===== config.mk =====
export PLATFORM = sky130hd
export DESIGN_NAME = crc32_stream_flat
export DESIGN_NICKNAME = d
export VERILOG_FILES = /design/src/rtl/crc32_stream_if.sv /design/src/rtl/crc32_stream.sv /design/src/flat_wrapper.sv
export SDC_FILE = /design/constraint.sdc
export NUM_CORES = 1
export LEC_CHECK = 0
export CAP_MARGIN = 20
export CORE_ASPECT_RATIO = 1.25
export CORE_MARGIN = 5
export CORE_UTILIZATION = 50
export DETAILED_ROUTE_END_ITERATION = 10
export PLACE_DENSITY = 0.76
export SYNTH_ARGS = -nofsm -noshare
export SYNTH_HDL_FRONTEND = slang
export SYNTH_SLANG_ARGS = --single-unit

===== constraint.sdc =====
create_clock -name clk -period 4.05 [get_ports clk]
set_clock_uncertainty 0.1 [all_clocks]
set_input_delay 0.81 -clock clk [delete_from_list [all_inputs] [get_ports clk]]
set_output_delay 0.81 -clock clk [all_outputs]
set_load 0.05 [all_outputs]

===== src/rtl/crc32_stream_if.sv =====
// Stream and result handshake bundle for crc32_stream.
//   master : the side that drives beats in and takes results (framer/deframer, testbench)
//   slave  : the CRC engine
// Signals: s_valid/s_ready/s_data/s_sof/s_eof/s_nbytes/check_en form the input beat stream;
// crc_valid/crc_ready/crc_out/crc_ok/frame_len form the result handshake;
// err_nosof/err_abort are single-cycle framing-error pulses.
interface crc32_stream_if #(
  parameter int unsigned DATA_BYTES = 1
) ();
  localparam int unsigned NbW = $clog2(DATA_BYTES + 1);

  logic                    s_valid;
  logic                    s_ready;
  logic [8*DATA_BYTES-1:0] s_data;
  logic                    s_sof;
  logic                    s_eof;
  logic [NbW-1:0]          s_nbytes;
  logic                    check_en;
  logic                    crc_valid;
  logic                    crc_ready;
  logic [31:0]             crc_out;
  logic                    crc_ok;
  logic [15:0]             frame_len;
  logic                    err_nosof;
  logic                    err_abort;

  modport master (
    output s_valid, s_data, s_sof, s_eof, s_nbytes, check_en, crc_ready,
    input  s_ready, crc_valid, crc_out, crc_ok, frame_len, err_nosof, err_abort
  );

  modport slave (
    input  s_valid, s_data, s_sof, s_eof, s_nbytes, check_en, crc_ready,
    output s_ready, crc_valid, crc_out, crc_ok, frame_len, err_nosof, err_abort
  );
endinterface


===== src/rtl/crc32_stream.sv =====
// Streaming CRC-32 engine, DATA_BYTES bytes folded per beat in a single cycle.
// Generate mode returns the FCS; check mode runs over data+FCS and flags a residue match.
// Ports:
//   clk  : clock, rising edge
//   rst  : synchronous active-high reset
//   bus  : crc32_stream_if.slave (input beat stream, result handshake, error pulses)
// Byte 0 of a beat is s_data[7:0] and is folded first. Results appear the cycle after the
// EOF beat is accepted and hold until crc_ready; no new beats are taken meanwhile.
module crc32_stream #(
  parameter int unsigned DATA_BYTES = 1,
  parameter logic [31:0] POLY       = 32'h04C11DB7,
  parameter logic [31:0] INIT       = 32'hFFFFFFFF,
  parameter logic [31:0] XOROUT     = 32'hFFFFFFFF,
  parameter bit          REFIN      = 1'b1,
  parameter bit          REFOUT     = 1'b1,
  parameter logic [31:0] RESIDUE    = 32'h2144DF1C
) (
  input logic           clk,
  input logic           rst,
  crc32_stream_if.slave bus
);

  typedef enum logic [1:0] {StIdle, StRun, StHold} state_e;

  function automatic logic [7:0] rev8(input logic [7:0] b);
    logic [7:0] r;
    for (int k = 0; k < 8; k++) r[k] = b[7-k];
    return r;
  endfunction

  function automatic logic [31:0] rev32(input logic [31:0] w);
    logic [31:0] r;
    for (int k = 0; k < 32; k++) r[k] = w[31-k];
    return r;
  endfunction

  // Normal-form (MSB-first) accumulator; REFIN mirrors each byte before it enters.
  function automatic logic [31:0] fold(input logic [31:0] crc_in,
                                       input logic [8*DATA_BYTES-1:0] data,
                                       input int unsigned n);
    logic [31:0] c;
    logic [7:0]  b;
    c = crc_in;
    for (int unsigned i = 0; i < DATA_BYTES; i++) begin
      if (i < n) begin
        b = data[8*i +: 8];
        if (REFIN) b = rev8(b);
        c = c ^ {b, 24'h0};
        for (int k = 0; k < 8; k++) c = c[31] ? ((c << 1) ^ POLY) : (c << 1);
      end
    end
    return c;
  endfunction

  state_e      state_q, state_d;
  logic [31:0] acc_q, acc_d;
  logic        check_q, check_d;
  logic        s_ready_q, s_ready_d;
  logic        crc_valid_q, crc_valid_d;
  logic [31:0] crc_out_q, crc_out_d;
  logic        crc_ok_q, crc_ok_d;
  logic [15:0] frame_len_q, frame_len_d;
  logic        err_nosof_q, err_nosof_d;
  logic        err_abort_q, err_abort_d;

  logic        accept;
  int unsigned nfold;
  logic [31:0] acc_new;
  logic [16:0] len_sum;
  logic [15:0] len_new;
  logic        chk_new;
  logic [31:0] crc_fin;

  always_comb begin
    accept = bus.s_valid & s_ready_q;
    if (!bus.s_eof) begin
      nfold = DATA_BYTES;
    end else if (32'(bus.s_nbytes) > DATA_BYTES) begin
      nfold = DATA_BYTES;
    end else begin
      nfold = 32'(bus.s_nbytes);
    end
    // SOF restarts both the accumulator and the length count from this beat.
    acc_new = fold(bus.s_sof ? INIT : acc_q, bus.s_data, nfold);
    len_sum = {1'b0, (bus.s_sof ? 16'h0 : frame_len_q)} + 17'(nfold);
    len_new = len_sum[16] ? 16'hFFFF : len_sum[15:0];
    chk_new = bus.s_sof ? bus.check_en : check_q;
    crc_fin = (REFOUT ? rev32(acc_new) : acc_new) ^ XOROUT;

    state_d     = state_q;
    acc_d       = acc_q;
    check_d     = check_q;
    crc_out_d   = crc_out_q;
    crc_ok_d    = crc_ok_q;
    frame_len_d = frame_len_q;
    err_nosof_d = 1'b0;
    err_abort_d = 1'b0;

    unique case (state_q)
      StIdle, StRun: begin
        if (accept) begin
          if (state_q == StIdle && !bus.s_sof) begin
            err_nosof_d = 1'b1;
          end else begin
            err_abort_d = (state_q == StRun) && bus.s_sof;
            acc_d       = acc_new;
            frame_len_d = len_new;
            check_d     = chk_new;
            if (bus.s_eof) begin
              state_d   = StHold;
              crc_out_d = crc_fin;
              crc_ok_d  = chk_new && (crc_fin == RESIDUE);
            end else begin
              state_d = StRun;
            end
          end
        end
      end
      StHold: begin
        if (crc_valid_q && bus.crc_ready) state_d = StIdle;
      end
      default: state_d = StIdle;
    endcase

    s_ready_d   = (state_d != StHold);
    crc_valid_d = (state_d == StHold);
  end

  always_ff @(posedge clk) begin
    if (rst) begin
      state_q     <= StIdle;
      acc_q       <= INIT;
      check_q     <= 1'b0;
      s_ready_q   <= 1'b1;
      crc_valid_q <= 1'b0;
      crc_out_q   <= 32'h0;
      crc_ok_q    <= 1'b0;
      frame_len_q <= 16'h0;
      err_nosof_q <= 1'b0;
      err_abort_q <= 1'b0;
    end else begin
      state_q     <= state_d;
      acc_q       <= acc_d;
      check_q     <= check_d;
      s_ready_q   <= s_ready_d;
      crc_valid_q <= crc_valid_d;
      crc_out_q   <= crc_out_d;
      crc_ok_q    <= crc_ok_d;
      frame_len_q <= frame_len_d;
      err_nosof_q <= err_nosof_d;
      err_abort_q <= err_abort_d;
    end
  end

  assign bus.s_ready   = s_ready_q;
  assign bus.crc_valid = crc_valid_q;
  assign bus.crc_out   = crc_out_q;
  assign bus.crc_ok    = crc_ok_q;
  assign bus.frame_len = frame_len_q;
  assign bus.err_nosof = err_nosof_q;
  assign bus.err_abort = err_abort_q;

endmodule

===== src/flat_wrapper.sv =====
// flat-port wrapper written by rule: the top's interface ports become plain ports
module crc32_stream_flat 
#(
  parameter int unsigned DATA_BYTES = 1,
  parameter logic [31:0] POLY       = 32'h04C11DB7,
  parameter logic [31:0] INIT       = 32'hFFFFFFFF,
  parameter logic [31:0] XOROUT     = 32'hFFFFFFFF,
  parameter bit          REFIN      = 1'b1,
  parameter bit          REFOUT     = 1'b1,
  parameter logic [31:0] RESIDUE    = 32'h2144DF1C
)
  (clk, rst, bus_s_valid, bus_s_data, bus_s_sof, bus_s_eof, bus_s_nbytes, bus_check_en, bus_crc_ready, bus_s_ready, bus_crc_valid, bus_crc_out, bus_crc_ok, bus_frame_len, bus_err_nosof, bus_err_abort);
  crc32_stream_if #(.DATA_BYTES(DATA_BYTES)) bus_i ();
  input logic clk;
  input logic rst;
  input wire logic [$bits(bus_i.s_valid)-1:0] bus_s_valid;
  input wire logic [$bits(bus_i.s_data)-1:0] bus_s_data;
  input wire logic [$bits(bus_i.s_sof)-1:0] bus_s_sof;
  input wire logic [$bits(bus_i.s_eof)-1:0] bus_s_eof;
  input wire logic [$bits(bus_i.s_nbytes)-1:0] bus_s_nbytes;
  input wire logic [$bits(bus_i.check_en)-1:0] bus_check_en;
  input wire logic [$bits(bus_i.crc_ready)-1:0] bus_crc_ready;
  output wire logic [$bits(bus_i.s_ready)-1:0] bus_s_ready;
  output wire logic [$bits(bus_i.crc_valid)-1:0] bus_crc_valid;
  output wire logic [$bits(bus_i.crc_out)-1:0] bus_crc_out;
  output wire logic [$bits(bus_i.crc_ok)-1:0] bus_crc_ok;
  output wire logic [$bits(bus_i.frame_len)-1:0] bus_frame_len;
  output wire logic [$bits(bus_i.err_nosof)-1:0] bus_err_nosof;
  output wire logic [$bits(bus_i.err_abort)-1:0] bus_err_abort;
  assign bus_i.s_valid = bus_s_valid;
  assign bus_i.s_data = bus_s_data;
  assign bus_i.s_sof = bus_s_sof;
  assign bus_i.s_eof = bus_s_eof;
  assign bus_i.s_nbytes = bus_s_nbytes;
  assign bus_i.check_en = bus_check_en;
  assign bus_i.crc_ready = bus_crc_ready;
  assign bus_s_ready = bus_i.s_ready;
  assign bus_crc_valid = bus_i.crc_valid;
  assign bus_crc_out = bus_i.crc_out;
  assign bus_crc_ok = bus_i.crc_ok;
  assign bus_frame_len = bus_i.frame_len;
  assign bus_err_nosof = bus_i.err_nosof;
  assign bus_err_abort = bus_i.err_abort;
  crc32_stream #(.DATA_BYTES(DATA_BYTES), .POLY(POLY), .INIT(INIT), .XOROUT(XOROUT), .REFIN(REFIN), .REFOUT(REFOUT), .RESIDUE(RESIDUE)) u_core (.clk(clk), .rst(rst), .bus(bus_i));
endmodule

Word level (Yosys, flattened, before mapping) --
Index checks and enable logic that the tools add are counted.
Word-level totals: register bits 88, input bits 16, output and inout bits 53, word-level logic and storage cells 63
Cells by class: add/sub/neg operators 1, $lt $le $gt $ge 1, equal/unequal tests 5, multiplexer cells 21, bitwise gates (word level) 14, reduce and logical (&&, ||, !) cells 11
Operator list (count):
- $mux 27 | 8
- $not 14->14 | 8
- $mux 32 | 2
- $eq 32x30->1 const B | 1
- $mux 16 | 2
- $not 32->32 | 1
- $xor 32x32->32 | 1
- $add 16x17->17 | 1
- $mux 2 | 4
- $mux 8 | 1
- $eq 2x2->1 const B | 2
- $logic_and 1x1->1 | 4
- $pmux 2 s2 | 1
- $reduce_and 4->1 | 1
- $reduce_or 4->1 | 1
- $mux 1 | 3
- $not 1->1 | 3
- $reduce_and 3->1 | 1
- $reduce_or 3->1 | 1
- $eq 2x1->1 const B | 1
- $logic_not 2->1 | 1
- $ne 2x2->1 const B | 1
- $reduce_or 2->1 | 1
- $and 1x1->1 | 1
- other kinds (2) | 2

Depth between registers and ports, before layout --
word-level depth 24, gate-level depth with buffers 16, gate-level depth less buffers 11

Worst setup path after synthesis --
OpenSTA, ideal clock, no wires.
path type input to register, from input bus_s_sof, to register u_core.frame_len_q[6], in the netlist u_core.bus.frame_len[6], library setup time 0.145 ns, arrival 3.791 ns, required time 3.805 ns, slack 0.014 ns, stages on the path 16, path buffers 6, cell sequence buf_4 buf_4 clkbuf_1 buf_2 clkbuf_1 clkbuf_1 nor2b_1 ha_1 ha_1 nand3_1 nor3_1 and3_1 a21oi_1 o21ai_0 a21oi_1 a211oi_1
Between the ends: cells in the longest elaborated chain, start to end 4, elaborated cells on any way between the ends 7, those cells by class add/sub: 1; mux: 2; bitwise: 1; reduce/logical: 3
RTL lines:
- start: declaration | line flat_wrapper.sv:18 | input wire logic [$bits(bus_i.s_sof)-1:0] bus_s_sof;
- parallel branches: the longest is 4 deep, another holds $add 16x17->17
- end signal: assignment | line crc32_stream.sv:149 | frame_len_q <= frame_len_d;
- end: declaration | line crc32_stream.sv:62 | logic [15:0] frame_len_q, frame_len_d;
Parallel ways; which one is timed is not known. A chain may end at the register's enable or synchronous reset.

Final worst setup path --
from input bus_s_eof, to register u_core.frame_len_q[11], in the netlist u_core.bus.frame_len[11]
Between the ends: cells in the longest elaborated chain, start to end 3
RTL lines:
- start: declaration | line flat_wrapper.sv:19 | input wire logic [$bits(bus_i.s_eof)-1:0] bus_s_eof;
- $mux 1 | line crc32_stream.sv:76 | if (!bus.s_eof) begin
- $add 16x17->17 | line crc32_stream.sv:85 | len_sum = {1'b0, (bus.s_sof ? 16'h0 : frame_len_q)} + 17'(nfold);
- $mux 16 | line crc32_stream.sv:86 | len_new = len_sum[16] ? 16'hFFFF : len_sum[15:0];
No other way between the ends.

==> impl_metrics.csv <==
group,metric,value,unit
setup_path,cp_data_arrival_time,3.69,ns
placed_design,io_buffers,68,
floorplanning,fp-row-count,41,
placed_design,hpwl,11100,um
placed_design,dpl_cell_area,5980,um2
logic_synthesis,synth_cells,645,
status,status,"finished clean",
global_route,grt_remaining_overflow,0,
logic_synthesis,synth-seq-cells,88,
logic_synthesis,ys_types,63,
power_and_ir_drop,total_power,0.00301,W
logic_synthesis,ys_async_sr_fraction,0,%
clocking,cts_tree,"yes",
floorplanning,initial_core_util,51.5,%
detailed_routing,drt_iter0_drc,457,
logic_synthesis,synth_ff_type,"dfxtp_1",
floorplanning,coreArea,10200,um2
clocking,cts_root_buf,"clkbuf_16",
logic_synthesis,synth_nets,663,
setup_path,cp-end-kind,"flip-flop",
clocking,clock_sinks,88,
detailed_routing,post_drt_wl_per_cell,18.7,um
power_and_ir_drop,p_per_area,478,nW/um2
global_route,grt_pass1_wl,24800,um
final_layout,syn_to_final_growth,20.3,%
detailed_routing,wl,15300,um
global_route,grt_usage,24.9,%
final_layout,nNetsFinal,706,
timing,slew-limit-headroom,42.3,%
setup_path,slowest_stage,"clkdlybuf4s50_1",
logic_synthesis,yosysSeqAreaShare,33.7,%
floorplanning,die_area,12600,um2
final_layout,fin_area,6300,um2
detailed_routing,ant_nets,0,
logic_synthesis,synth_area_per_cell,8.11,um2
setup_path,worst_setup_path_start_kind,"input pin",
setup_path,cpPeakStageDelay,0.50,ns
timing,max_freq,283,MHz
global_route,antenna_found_initial,0,
timing,fin_crit,3.54,ns
clocking,cts_resized,0,
clocking,clockBufferDepth,2,
detailed_routing,drc_errors,0,
setup_path,path_class,"in2reg",
detailed_routing,vias,4949,
timing,setup_viol,0,
final_layout,antennaDiodeCount,0,
floorplanning,die_y,124,um
timing,finalCritPeriodShare,87.3,%
final_layout,drive_gt1_share,8.80,%
global_route,grt_pass1_vias,4835,
power_and_ir_drop,p_leak,2.31,nW
clocking,cts_setup_buffers,0,
logic_synthesis,yosysTopAreaCell,"dfxtp_1",
setup_path,cpMostUsedCell,"ha_1",
logic_synthesis,synth_edf_count,0,
logic_synthesis,synth_commonest_cells,"nor2_1 (127), dfxtp_1 (88), nor3_1 (47), xnor2_1 (38)",
logic_synthesis,yosysWarnings,0,
logic_synthesis,yosysMostFrequentCell,"nor2_1",
logic_synthesis,synth_top_area_share,33.7,%
clocking,clkLatencyLatePin,0.35,ns
setup_path,path_max_fanout,15,
clocking,cts_hold_buf,0,
job,max_cap_violations,0,
clocking,clkTransAtPathRegs,0.07,ns
setup_path,crit_chain,"clkdlybuf4s50_1, nor2b_2, inv_2, ha_1, ha_1, nand3_1, nor3_1, and3_1, a21o_1, o21ai_0, a211oi_1",
floorplanning,ioPinCount,69,
timing,hold_viol,0,
floorplanning,die_w,102,um
detailed_routing,via_per_inst,6.02,
power_and_ir_drop,irDropWorstVdd,0.000269,V
logic_synthesis,syn_area,5230,um2
global_route,grt_max_degree,88,
detailed_routing,drt_pass1_iterations,5,
logic_synthesis,synth.area.top_cells,"dfxtp_1 (34%), nor2_1 (9.1%), xnor2_1 (6.4%)",
timing,worst_pin_slew,0.865,ns
placed_design,place_congestion,0.901,
timing,slew_violations,0,
timing,rsz0062_at_grt,"no",
setup_path,cp.required,4.20,ns
final_layout,postLayoutCoreUtil,62.0,%
clocking,numCtsBuffers,9,
worst_hold_path,hp-class,"reg2reg",
timing,setup_tns,0,ns
clocking,h-tree-depth,3,
critical path, delay by kind of cell:
kind	cells	cell delay [ns]
fa+ha+maj	2	0.40
compound gates	3	0.88
buf+inv	2	0.56
simple gates	4	1.02
per-layer routing:
layer,vias up,share of wire [%],track usage [%],wire (um)
met3,49,6.2,4.76,957
met4,0,5.2,14.1,804
met2,215,49,40.5,7450
met5,-,0,0,0
met1,2346,40,30.2,6140
li1,2339,-,-,-
kinds of logic (layout without fill, tap and decap cells):
logic type	Yosys count	count (layout)	synth area share (%)
buffers and inverters	62	110	5.16
adder cells (fa/ha/maj)	2	2	0.478
flip-flops	88	88	33.7
XOR/XNOR	76	76	17.3
multiplexers	6	6	1.17
AND/OR/NAND/NOR	270	270	24.0
AO/OA/AOI/OAI	141	141	18.2
metrics by stage:
| step | setup WS (ns) | hold WS (ns) | std cells |
|---|---|---|---|
| CTS | 0.545 | 0.357 | 822 |
| detailed placement | 0.198 | 0.349 | 806 |
| floorplan | 0.0140 | 0.336 | 645 |
| global placement | 0.366 | 0.346 | 806 |
| finish | 0.514 | 0.357 | 822 |
| global route | 0.322 | 0.391 | 822 |
worst paths after layout:
check | start | endpoint | slack (ns) | depth (start not counted)
max | bus_s_eof | u_core.bus.frame_len[11]$_SDFFE_PP0P_ | 0.51 | 11
min | u_core.check_q$_SDFFE_PP0P_ | u_core.check_q$_SDFFE_PP0P_ | 0.36 | 2
max reg2reg | u_core.acc_q[29]$_SDFFE_PP1P_ | u_core.bus.crc_ok$_SDFFE_PP0P_ | 1.20 | 9
min reg2reg | u_core.check_q$_SDFFE_PP0P_ | u_core.check_q$_SDFFE_PP0P_ | 0.36 | 2
sequential cells by signal, summed over array words and instances, names as in the netlist:
name                  cells
u_core.state_q            2
u_core.bus.err_nosof      1
u_core.acc_q             32
u_core.bus.crc_out       32
u_core.bus.s_ready        1
u_core.bus.crc_ok         1
u_core.bus.crc_valid      1
u_core.check_q            1
u_core.bus.err_abort      1
u_core.bus.frame_len     16
final cells by class:
cell class              count  area (um2)
well taps                 129         161
clock inverters             6        75.1
repair buffers             88         833
fillers                   885        3860
multi-input cells         495        3200
flip-flops and latches     88        1760
clock buffers              10         239
inverters                   6        22.5
power breakdown:
group / total (W) / internal (W) / switching, W
clock: 0.000878 / 0.000505 / 0.000373
combinational: 0.00112 / 0.000454 / 0.000664
sequential: 0.00101 / 0.000936 / 0.0000762
total: 0.00301 / 0.00190 / 0.00111
placed cells by master, fill, tap and decap left out, types with 4 or more instances in the layout:
master / n
a31oi_1: 5
buf_4: 19
xnor2_1: 38
or3_1: 6
xnor3_1: 8
clkbuf_16: 9
o211ai_1: 5
nand3b_1: 9
nor2_1: 127
a221oi_1: 4
o21ai_0: 26
nor2_2: 4
nor3_1: 47
o22ai_1: 5
o21ai_1: 5
dfxtp_1: 88
nand2_1: 35
a21oi_1: 27
inv_1: 4
xnor2_2: 5
a211o_1: 22
nand3_1: 13
xor2_1: 18
and3_1: 4
clkdlybuf4s50_1: 66
mux2i_1: 5
a211oi_1: 20
No activity file was read; power rests on OpenSTA's default activity.
